$ cat config.mk
export PLATFORM = sky130hd
export DESIGN_NAME = program_scheduler
export DESIGN_NICKNAME = d
export VERILOG_FILES = /design/src/rtl/scheduler_pkg.sv /design/src/rtl/rr_picker.sv /design/src/rtl/program_scheduler.sv
export SDC_FILE = /design/constraint.sdc
export NUM_CORES = 1
export LEC_CHECK = 0
export BUFFER_PORTS_ARGS = -buffer_cell sky130_fd_sc_hd__buf_2
export CAP_MARGIN = 20
export CORE_MARGIN = 4
export CORE_UTILIZATION = 50
export CTS_CLUSTER_SIZE = 16
export DETAILED_ROUTE_END_ITERATION = 8
export GPL_ROUTABILITY_DRIVEN = 0
export PLACE_DENSITY = 0.86
export RECOVER_POWER = 25
export SYNTH_ARGS = -nofsm -noshare
export SYNTH_HDL_FRONTEND = slang
export SYNTH_SLANG_ARGS = --single-unit
$ cat constraint.sdc
create_clock -name clock -period 3.77 [get_ports clock]
set_input_delay 0.754 -clock clock [delete_from_list [all_inputs] [get_ports clock]]
set_output_delay 0.754 -clock clock [all_outputs]
set_load 0.02 [all_outputs]
$ cat src/rtl/scheduler_pkg.sv
// Shared definitions for the round-robin program scheduler.
// Holds the scheduler state encoding and the quantum loaded at reset.
// Also used by the program counter and the debug display.
package scheduler_pkg;

    typedef enum logic [1:0] {
        StIdle   = 2'd0,
        StRun    = 2'd1,
        StSelect = 2'd2,
        StSwitch = 2'd3
    } sched_state_t;

    localparam int unsigned DEFAULT_QUANTUM = 1000;

endpackage

$ cat src/rtl/rr_picker.sv
// Rotating-priority encoder: finds the first set bit of `active`.
// The search order is cur+1, cur+2, ... with wrap-around, and `cur` itself is tried last.
// Ports:
//   active : request/eligibility mask
//   cur    : index of the current holder
//   found  : some bit of `active` is set
//   next   : index that was chosen (equals `cur` when nothing is found)
module rr_picker #(
    parameter int unsigned WIDTH = 4,
    localparam int unsigned IDX_W = $clog2(WIDTH)
) (
    input  logic [WIDTH-1:0] active,
    input  logic [IDX_W-1:0] cur,
    output logic             found,
    output logic [IDX_W-1:0] next
);

    logic [IDX_W-1:0] idx;

    // WIDTH is a power of two, so truncating cur+i wraps around naturally.
    // The last step (i == WIDTH) lands on cur itself.
    always_comb begin
        found = 1'b0;
        next  = cur;
        idx   = cur;
        for (int unsigned i = 1; i <= WIDTH; i++) begin
            idx = cur + IDX_W'(i);
            if (!found && active[idx]) begin
                found = 1'b1;
                next  = idx;
            end
        end
    end

endmodule

$ cat src/rtl/program_scheduler.sv
// Round-robin time-slice scheduler for the multiprogrammed CPU.
// It holds one saved PC and one active flag per program slot.
// It counts retired instructions against a programmable quantum.
// On quantum expiry, yield or program end it picks the next active program
// and asks the program counter to switch to it.
// Ports:
//   clock, reset_n           : system clock, synchronous active-low reset
//   tick                     : one strobe per retired instruction
//   defquantum/quantum_value : load a new quantum length (0 is treated as 1)
//   cur_pc                   : PC of the running program, saved on yield/expiry
//   end_program, yield       : running program terminates / gives up its slice
//   start_valid/pc/ready     : load a new program into the lowest free slot
//   switch_valid/pc/ack      : context-switch request to the program counter
//   cur_program              : slot of the running program
//   all_done                 : no program is running or pending
module program_scheduler
    import scheduler_pkg::sched_state_t, scheduler_pkg::StIdle, scheduler_pkg::StRun,
           scheduler_pkg::StSelect, scheduler_pkg::StSwitch;
#(
    parameter int unsigned NUM_PROGRAMS    = 4,
    parameter int unsigned QUANTUM_W       = 16,
    parameter int unsigned ADDR_W          = 32,
    parameter int unsigned DEFAULT_QUANTUM = scheduler_pkg::DEFAULT_QUANTUM,
    localparam int unsigned IDX_W          = $clog2(NUM_PROGRAMS)
) (
    input  logic                 clock,
    input  logic                 reset_n,
    input  logic                 tick,
    input  logic                 defquantum,
    input  logic [QUANTUM_W-1:0] quantum_value,
    input  logic [ADDR_W-1:0]    cur_pc,
    input  logic                 end_program,
    input  logic                 yield,
    input  logic                 start_valid,
    input  logic [ADDR_W-1:0]    start_pc,
    output logic                 start_ready,
    output logic                 switch_valid,
    output logic [ADDR_W-1:0]    switch_pc,
    input  logic                 switch_ack,
    output logic [IDX_W-1:0]     cur_program,
    output logic                 all_done
);

    sched_state_t             state;
    logic [NUM_PROGRAMS-1:0]  active;
    logic [ADDR_W-1:0]        pc_table [NUM_PROGRAMS];
    logic [IDX_W-1:0]         cur;
    logic [QUANTUM_W-1:0]     count;
    logic [QUANTUM_W-1:0]     quantum;

    logic                     start_fire;
    logic                     expire;
    logic                     free_found;
    logic [IDX_W-1:0]         free_slot;
    logic                     pick_found;
    logic [IDX_W-1:0]         pick_next;

    rr_picker #(
        .WIDTH (NUM_PROGRAMS)
    ) u_picker (
        .active (active),
        .cur    (cur),
        .found  (pick_found),
        .next   (pick_next)
    );

    // Lowest-index inactive slot receives a newly started program.
    always_comb begin
        free_found = 1'b0;
        free_slot  = '0;
        for (int unsigned i = 0; i < NUM_PROGRAMS; i++) begin
            if (!free_found && !active[i]) begin
                free_found = 1'b1;
                free_slot  = IDX_W'(i);
            end
        end
    end

    // Starts are blocked in SELECT so the picker sees a stable mask.
    assign start_ready = free_found && (state != StSelect);
    assign start_fire  = start_valid && start_ready;
    assign expire      = tick && (count == quantum - 1'b1);

    always_ff @(posedge clock) begin
        if (!reset_n) begin
            state   <= StIdle;
            active  <= '0;
            cur     <= '0;
            count   <= '0;
            quantum <= QUANTUM_W'(DEFAULT_QUANTUM);
            for (int unsigned i = 0; i < NUM_PROGRAMS; i++) begin
                pc_table[i] <= '0;
            end
        end else begin
            if (defquantum) begin
                quantum <= (quantum_value == '0) ? QUANTUM_W'(1) : quantum_value;
            end

            // The free slot is never `cur` while a program runs, so the start load
            // and the clear/save of `cur` below never collide.
            if (start_fire) begin
                pc_table[free_slot] <= start_pc;
                active[free_slot]   <= 1'b1;
            end

            case (state)
                StIdle: begin
                    if (start_fire) begin
                        state <= StSelect;
                    end
                end
                StRun: begin
                    if (end_program) begin
                        active[cur] <= 1'b0;
                        state       <= StSelect;
                    end else if (yield || expire) begin
                        pc_table[cur] <= cur_pc;
                        state         <= StSelect;
                    end else if (tick) begin
                        count <= count + 1'b1;
                    end
                end
                StSelect: begin
                    if (pick_found) begin
                        cur   <= pick_next;
                        state <= StSwitch;
                    end else begin
                        state <= StIdle;
                    end
                end
                StSwitch: begin
                    if (switch_ack) begin
                        count <= '0;
                        state <= StRun;
                    end
                end
                default: state <= StIdle;
            endcase
        end
    end

    assign switch_valid = (state == StSwitch);
    assign switch_pc    = pc_table[cur];
    assign cur_program  = cur;
    assign all_done     = (state == StIdle);

endmodule

==> results of run 1 <==
## flip-flops by register name, indices dropped and copies added, names as in the netlist, named ones only
signal,flops
pc_table,128
count,16
quantum,16
active,4
cur_program,2
state,2
## worst paths after layout
check                     to  cells past startpoint  slack (ps)
min                count[10]                      2         520
max          pc_table[0][16]                     11         150
min reg2reg        count[10]                      2         520
max reg2reg  pc_table[0][16]                     11         150
## synth_stat cells (3+ instances only)
cell type | n | share of area (%)
a211o_1 | 3 | 0.28
a211oi_1 | 6 | 0.49
a21oi_1 | 15 | 0.81
and2_1 | 5 | 0.34
and3_1 | 8 | 0.54
buf_1 | 5 | 0.20
buf_12 | 3 | 0.65
buf_2 | 16 | 0.86
buf_4 | 3 | 0.24
buf_6 | 3 | 0.36
clkbuf_1 | 35 | 1.4
dfxtp_1 | 42 | 9.1
edfxtp_1 | 128 | 41
ha_1 | 6 | 0.81
inv_1 | 44 | 1.8
mux2i_1 | 81 | 8.7
mux4_2 | 33 | 8.0
nand2_1 | 217 | 8.8
nand2b_1 | 5 | 0.34
nand3_1 | 4 | 0.22
nand4_1 | 4 | 0.27
nor2_1 | 33 | 1.3
nor3_1 | 10 | 0.54
nor4_1 | 10 | 0.68
o2111ai_1 | 3 | 0.28
o211ai_1 | 6 | 0.49
o21ai_0 | 62 | 3.3
o21ai_1 | 13 | 0.70
or3_1 | 9 | 0.61
or4_1 | 7 | 0.57
xnor2_1 | 15 | 1.4
xor2_1 | 8 | 0.76
## logic make-up after synthesis
group | Yosys count | share of synthesized area [%]
AND/OR/NAND/NOR | 328 | 15.8
flip-flops | 170 | 50.5
AO/OA/AOI/OAI | 128 | 8.29
multiplexers | 115 | 16.9
buffers and inverters | 109 | 5.52
XOR/XNOR | 23 | 2.17
adder cells (fa/ha/maj) | 6 | 0.810
## report_power, final
part | internal [mW] | switching (mW)
logic | 0.173 | 0.300
registers | 2.12 | 0.0552
clock network | 1.03 | 0.747
## tightest hold or removal path: stages, from the launching register on
cell     delay (ps)
dfxtp_1         330
o21ai_0          80
a21oi_1          60
## what timing repair did
| item | in CTS | in global routing |
|---|---|---|
| buffers inserted | 0 | 0 |
| hold buffers | 0 | 0 |
| endpoints found under the setup margin | 0 | 143 |
| endpoints found under the hold margin | 0 | 0 |
| resized for setup | 0 | 5 |
## final cells by class
class	instances	area, um2
Fill cell	1416	7420
Sequential cell	170	4680
Multi-Input combinational cell	600	4110
Timing Repair Buffer	146	840
Clock buffer	18	429
Tap cell	229	287
Inverter	44	165
Clock inverter	13	154
## per-layer routing
metal	up-vias	global-route usage [%]	wire length [um]
met5	-	0	0
met4	0	11.2	886
met3	83	5.49	2480
met2	440	40.7	12500
met1	3586	29.4	9140
li1	3348	-	-
==> metrics.md, run 1 <==
| Metric | Value |
|---|---|
| Outcome | finished, final reports clean |
| Max Cap Viol | 0 |
| Crit. End Element | register |
| DRC Markers | 0 |
| Most common cell after layout, fill and taps aside | nand2_1 |
| Number of buffers created by CTS | 17 |
| Crit path DAT | 3800 ps |
| Most used DFF post-synth | edfxtp_1 |
| DIE HEIGHT | 144 um |
| Via Count | 7457 |
| Mean Syn Cell Area | 10.5 um2 |
| Seq/Total Area, Yosys | 50.5% |
| Num rows | 49 |
| Core area | 18100 um2 |
| Synthesized instance count | 879 |
| Antenna diodes | 0 |
| Hold Crit Start | count[10] |
| CP Max Fanout | 32 |
| WL/cell | 20.5 um |
| Startpoint types | register |
| Iter 0 DRT Violations | 853 |
| Share of cells above drive strength 1 | 18.7% |
| First-pass GRT wire length | 38800 um |
| Setup slack after layout | 146 ps |
| Antenna-violating nets left | 0 |
| Non-Filler Instances | 1220 |
| Area post-placement | 10100 um2 |
| PortBufs | 124 |
| Synth unique cells | 62 |
| Root Driver | clkbuf_16 |
| Synth Cell Area | 9270 um2 |
| Inst Count DP | 1189 |
| Finish-stage setup viols | 0 |
| P_leak | 3.80 nW |
| Worst path buffer plus inverter count | 2 |
| Total power | 4.43 mW |
| Pwr Density | 415 nW/um2 |
| Fin crit period | 3620 ps |
| Longest Clk Path Bufs | 2 |
| Worst path cell trace | inv_1, ha_1, or3b_2, or3_1, a32oi_1, a2111oi_2, a41oi_2, nor2_2, and3_2, or3_2, buf_12 |
| HP Class | register to register |
| Most frequent cells in the layout | 217 x nand2_1, 128 x edfxtp_1, 89 x buf_2, 81 x mux2i_1, 62 x o21ai_0 |
| Detailed Routing Iterations Pass 1 | 6 |
| R2R Path Start | quantum[0] |
| Normalized max-slew margin | 25.4% |
| Grt ovf | 0 |
| Fin crit share | 96.1% |
| CP max stage delay | 570 ps |
| Post-DP HPWL | 15800 um |
| Area Overhead vs Synth | 15.1% |
| Ports | 125 |
| Yosys reg bits | 170 |
| CP max stage cell | or3b_2 |
| Fmax | 276 MHz |
| Async S/R FF share, synth | 0% |
| Detailed Route WL | 25000 um |
| Critical Path Start | quantum[0] |
| Die area | 20800 um2 |
| Crit path kind | register to register |
| Final Core Density | 59.0% |
| Clock slew at reported path FFs | 60 ps |
| Fin. Hold Viols | 0 |
| Total GRT Usage | 24.1% |
| H-tree levels | 4 |
| # nets final | 1073 |
| Final Max Tran Viols | 0 |
| Vias in the first global route | 7517 |
| Maximum vdd drop | 0.318 mV |
| Initial Util | 51.2% |
| Pre-CTS WS | 192 ps |
| Clk_lat worst skew | 440 ps |
| Syn_nets | 973 |
| Die W | 144 um |
| Setup TNS | 0 ps |
| CTS tree | built |
| Clk_skew | 15.1 ps |
| Synthesis Warnings | 0 |
| Initial antenna violation count | 0 |
| WP data required | 3950 ps |
| Pin count of the biggest net entering global routing | 43 |
| Hold Slack | 518 ps |
| Post-route cell area | 10700 um2 |
| Unrepaired setup endpoints after global routing | false |
| Top Family by Delay on Critical Path | simple AND/OR/NAND/NOR gates |
| Actual slew at the worst max-slew pin | 1120 ps |
| Via/cell ratio | 6.11 |
| # clock sinks | 170 |
| Number of synthesized flops with an enable pin | 128 |
Note: power is estimated with default switching activity, not from simulation.
==> run 2, diff against run 1 <==
PLACE_DENSITY = 0.83   (was 0.86)
clock period = 4.4 ns   (was 3.77 ns; I/O delays follow)
==> run 2 against run 1 <==
  * Worst setup slack improved by 270 ps
  * Die area is the same
  * Combinational power shrank 17%
  * Via count down 2.8%
  * Sequential share of layout area grew 0.40 points
  * Highest routed layer unchanged
==> metrics.md, run 2 (synthesis results as in run 1) <==
| Metric | Value |
|---|---|
| Outcome | finished, final reports clean (unchanged) |
| Max Cap Viol | 0 (unchanged) |
| CP max stage cell | and3_1 (was or3b_2) |
| Hold Slack | 525 ps (was 518 ps) |
| Number of buffers created by CTS | 17 (unchanged) |
| Setup TNS | 0 ps (unchanged) |
| Clock slew at reported path FFs | 60 ps (about the same) |
| Endpoint, Worst Hold | count[15] (was count[10]) |
| Crit path kind | register to register (unchanged) |
| PortBufs | 124 (unchanged) |
| Finish-stage setup viols | 0 (unchanged) |
| Reg2Reg Setup Slack | 410 ps (was 150 ps) |
| CP max stage delay | 680 ps (was 570 ps) |
| Detailed Routing Iterations Pass 1 | 6 (unchanged) |
| First-pass GRT wire length | 36500 um (was 38800 um) |
| Clk_skew | 9.15 ps (was 15.1 ps) |
| Die W | 144 um (unchanged) |
| Detailed Route WL | 23600 um (was 25000 um) |
| Fin crit share | 90.6% (was 96.1%) |
| Crit path DAT | 4240 ps (was 3800 ps) |
| Post-DP HPWL | 15500 um (was 15800 um) |
| Fmax | 251 MHz (was 276 MHz) |
| Crit. End Element | register (unchanged) |
| Core area | 18100 um2 (unchanged) |
| Worst path cell trace | inv_1, ha_1, or3b_2, nor4_1, a32oi_1, a2111oi_0, a41oi_2, nor2_1, and3_1, buf_4, mux2i_1 (was inv_1, ha_1, or3b_2, or3_1, a32oi_1, a2111oi_2, a41oi_2, nor2_2, and3_2, or3_2, buf_12) |
| Die area | 20800 um2 (unchanged) |
| Setup Buffers After CTS | 0 (unchanged) |
| Unrepaired setup endpoints after global routing | false (unchanged) |
| Iter 0 DRT Violations | 656 (was 853) |
| Most flop-heavy register | pc_table (unchanged) |
| Maximum vdd drop | 0.297 mV (was 0.318 mV) |
| Via Count | 7251 (was 7457) |
| H-tree levels | 4 (unchanged) |
| Final Max Tran Viols | 0 (unchanged) |
| Pwr Density | 354 nW/um2 (was 415 nW/um2) |
| DIE HEIGHT | 144 um (unchanged) |
| Crit Reg-Reg Endpoint | pc_table[2][31] (was pc_table[0][16]) |
| Normalized max-slew margin | 25.9% (was 25.4%) |
| Biggest regs | pc_table x128, count x16, quantum x16 (unchanged) |
| Fin crit period | 3990 ps (was 3620 ps) |
| Total GRT Usage | 22.6% (was 24.1%) |
| Grt ovf | 0 (unchanged) |
| Pin count of the biggest net entering global routing | 65 (was 43) |
| CP Max Fanout | 13 (was 32) |
| P_leak | 3.78 nW (was 3.80 nW) |
| Share of cells above drive strength 1 | 18.9% (was 18.7%) |
| Worst path buffer plus inverter count | 2 (unchanged) |
| Fillcell total | 1432 (was 1416) |
| WL/cell | 19.3 um (was 20.5 um) |
| Area Overhead vs Synth | 14.1% (was 15.1%) |
| Startpoint types | register (unchanged) |
| CTS resizes | 0 (unchanged) |
| Root Driver | clkbuf_16 (unchanged) |
| R2R Path Start | quantum[0] (unchanged) |
| DRC Markers | 0 (unchanged) |
| Most common cell after layout, fill and taps aside | nand2_1 (unchanged) |
| # nets final | 1074 (was 1073) |
| HP Class | register to register (unchanged) |
| Clk_lat worst skew | 440 ps (about the same) |
| Fin. Hold Viols | 0 (unchanged) |
| Ports | 125 (unchanged) |
| Initial Util | 51.2% (unchanged) |
| WP data required | 4650 ps (was 3950 ps) |
| Largest register FFs | 128 (unchanged) |
| Worst reg-to-reg path cell count | 11 (unchanged) |
| Hold Crit Start | count[15] (was count[10]) |
| Longest Clk Path Bufs | 2 (unchanged) |
| Actual slew at the worst max-slew pin | 1110 ps (was 1120 ps) |
| Num rows | 49 (unchanged) |
| # clock sinks | 170 (unchanged) |
| CTS tree | built (unchanged) |
| Via/cell ratio | 5.92 (was 6.11) |
| Antenna-violating nets left | 0 (unchanged) |
| Hold Buf Count CTS | 0 (unchanged) |
| Most frequent cells in the layout | 217 x nand2_1, 128 x edfxtp_1, 90 x buf_2, 81 x mux2i_1, 62 x o21ai_0 (was 217 x nand2_1, 128 x edfxtp_1, 89 x buf_2, 81 x mux2i_1, 62 x o21ai_0) |
| Top Family by Delay on Critical Path | simple AND/OR/NAND/NOR gates (unchanged) |
| Initial antenna violation count | 1 (was 0) |
| Hold Path Stages | 2 (unchanged) |
| Vias in the first global route | 7204 (was 7517) |
## run 2: area by class of cell
class / instances / area (um2) / area share (%)
Antenna cell: 2 / 5.00 / 0.0473
Clock buffer: 18 / 429 / 4.06
Clock inverter: 14 / 146 / 1.38
Inverter: 44 / 165 / 1.56
Multi-Input combinational cell: 600 / 4090 / 38.6
Sequential cell: 170 / 4680 / 44.3
Tap cell: 229 / 287 / 2.71
Timing Repair Buffer: 147 / 769 / 7.28
## run 2: worst min-delay path, delay by kind of cell, from the launching register on
family             cells  cell delay [ps]
DFF                    1              340
AOI/OAI and AO/OA      1               90
and+or+nand+nor        1               50
## run 2: power by group
group          internal, mW  total [mW]  leakage (nW)  switching, mW
logic                 0.146       0.394          1.82          0.248
registers              1.82        1.86          1.67         0.0453
clock network         0.839        1.49         0.279          0.650
## run 2: per-stage QoR
| step | cell area [um2] | power [mW] | utilization, % | cells | setup WS [ps] |
|---|---|---|---|---|---|
| floorplan | 9270 | 2.12 | - | 879 | 568 |
| global placement | 10000 | 2.28 | 55.5 | 1190 | 810 |
| detailed placement | 10000 | 2.30 | 55.5 | 1190 | 762 |
| CTS | 10600 | 3.76 | 58.7 | 1222 | 716 |
| global route | 10600 | 3.85 | 58.4 | 1223 | 175 |
| finish | 10600 | 3.75 | 58.5 | 1224 | 414 |
## run 2: how the worst max path moves through the flow
stage	depth (start not counted)	start	slack, ps	to
6_report	11	quantum[0]	410	pc_table[2][31]
5_1_grt	12	quantum[0]	180	pc_table[0][27]
4_1_cts	9	quantum[0]	720	pc_table[1][8]
3_5_place_dp	11	quantum[0]	760	pc_table[1][8]
3_3_place_gp	11	quantum[0]	810	pc_table[2][4]
2_1_floorplan	13	quantum[0]	570	pc_table[0][0]
## run 2: per-layer routing
metal  up-vias  share of wire (%)  global-route usage [%]  routed length (um)
met1      3505                 40                    28.3                9400
met4         0                2.5                    8.93                 586
li1       3367                  -                       -                   -
met5         -                  0                       0                   0
met3        47                7.5                    4.33                1780
met2       332                 50                    38.9               11900
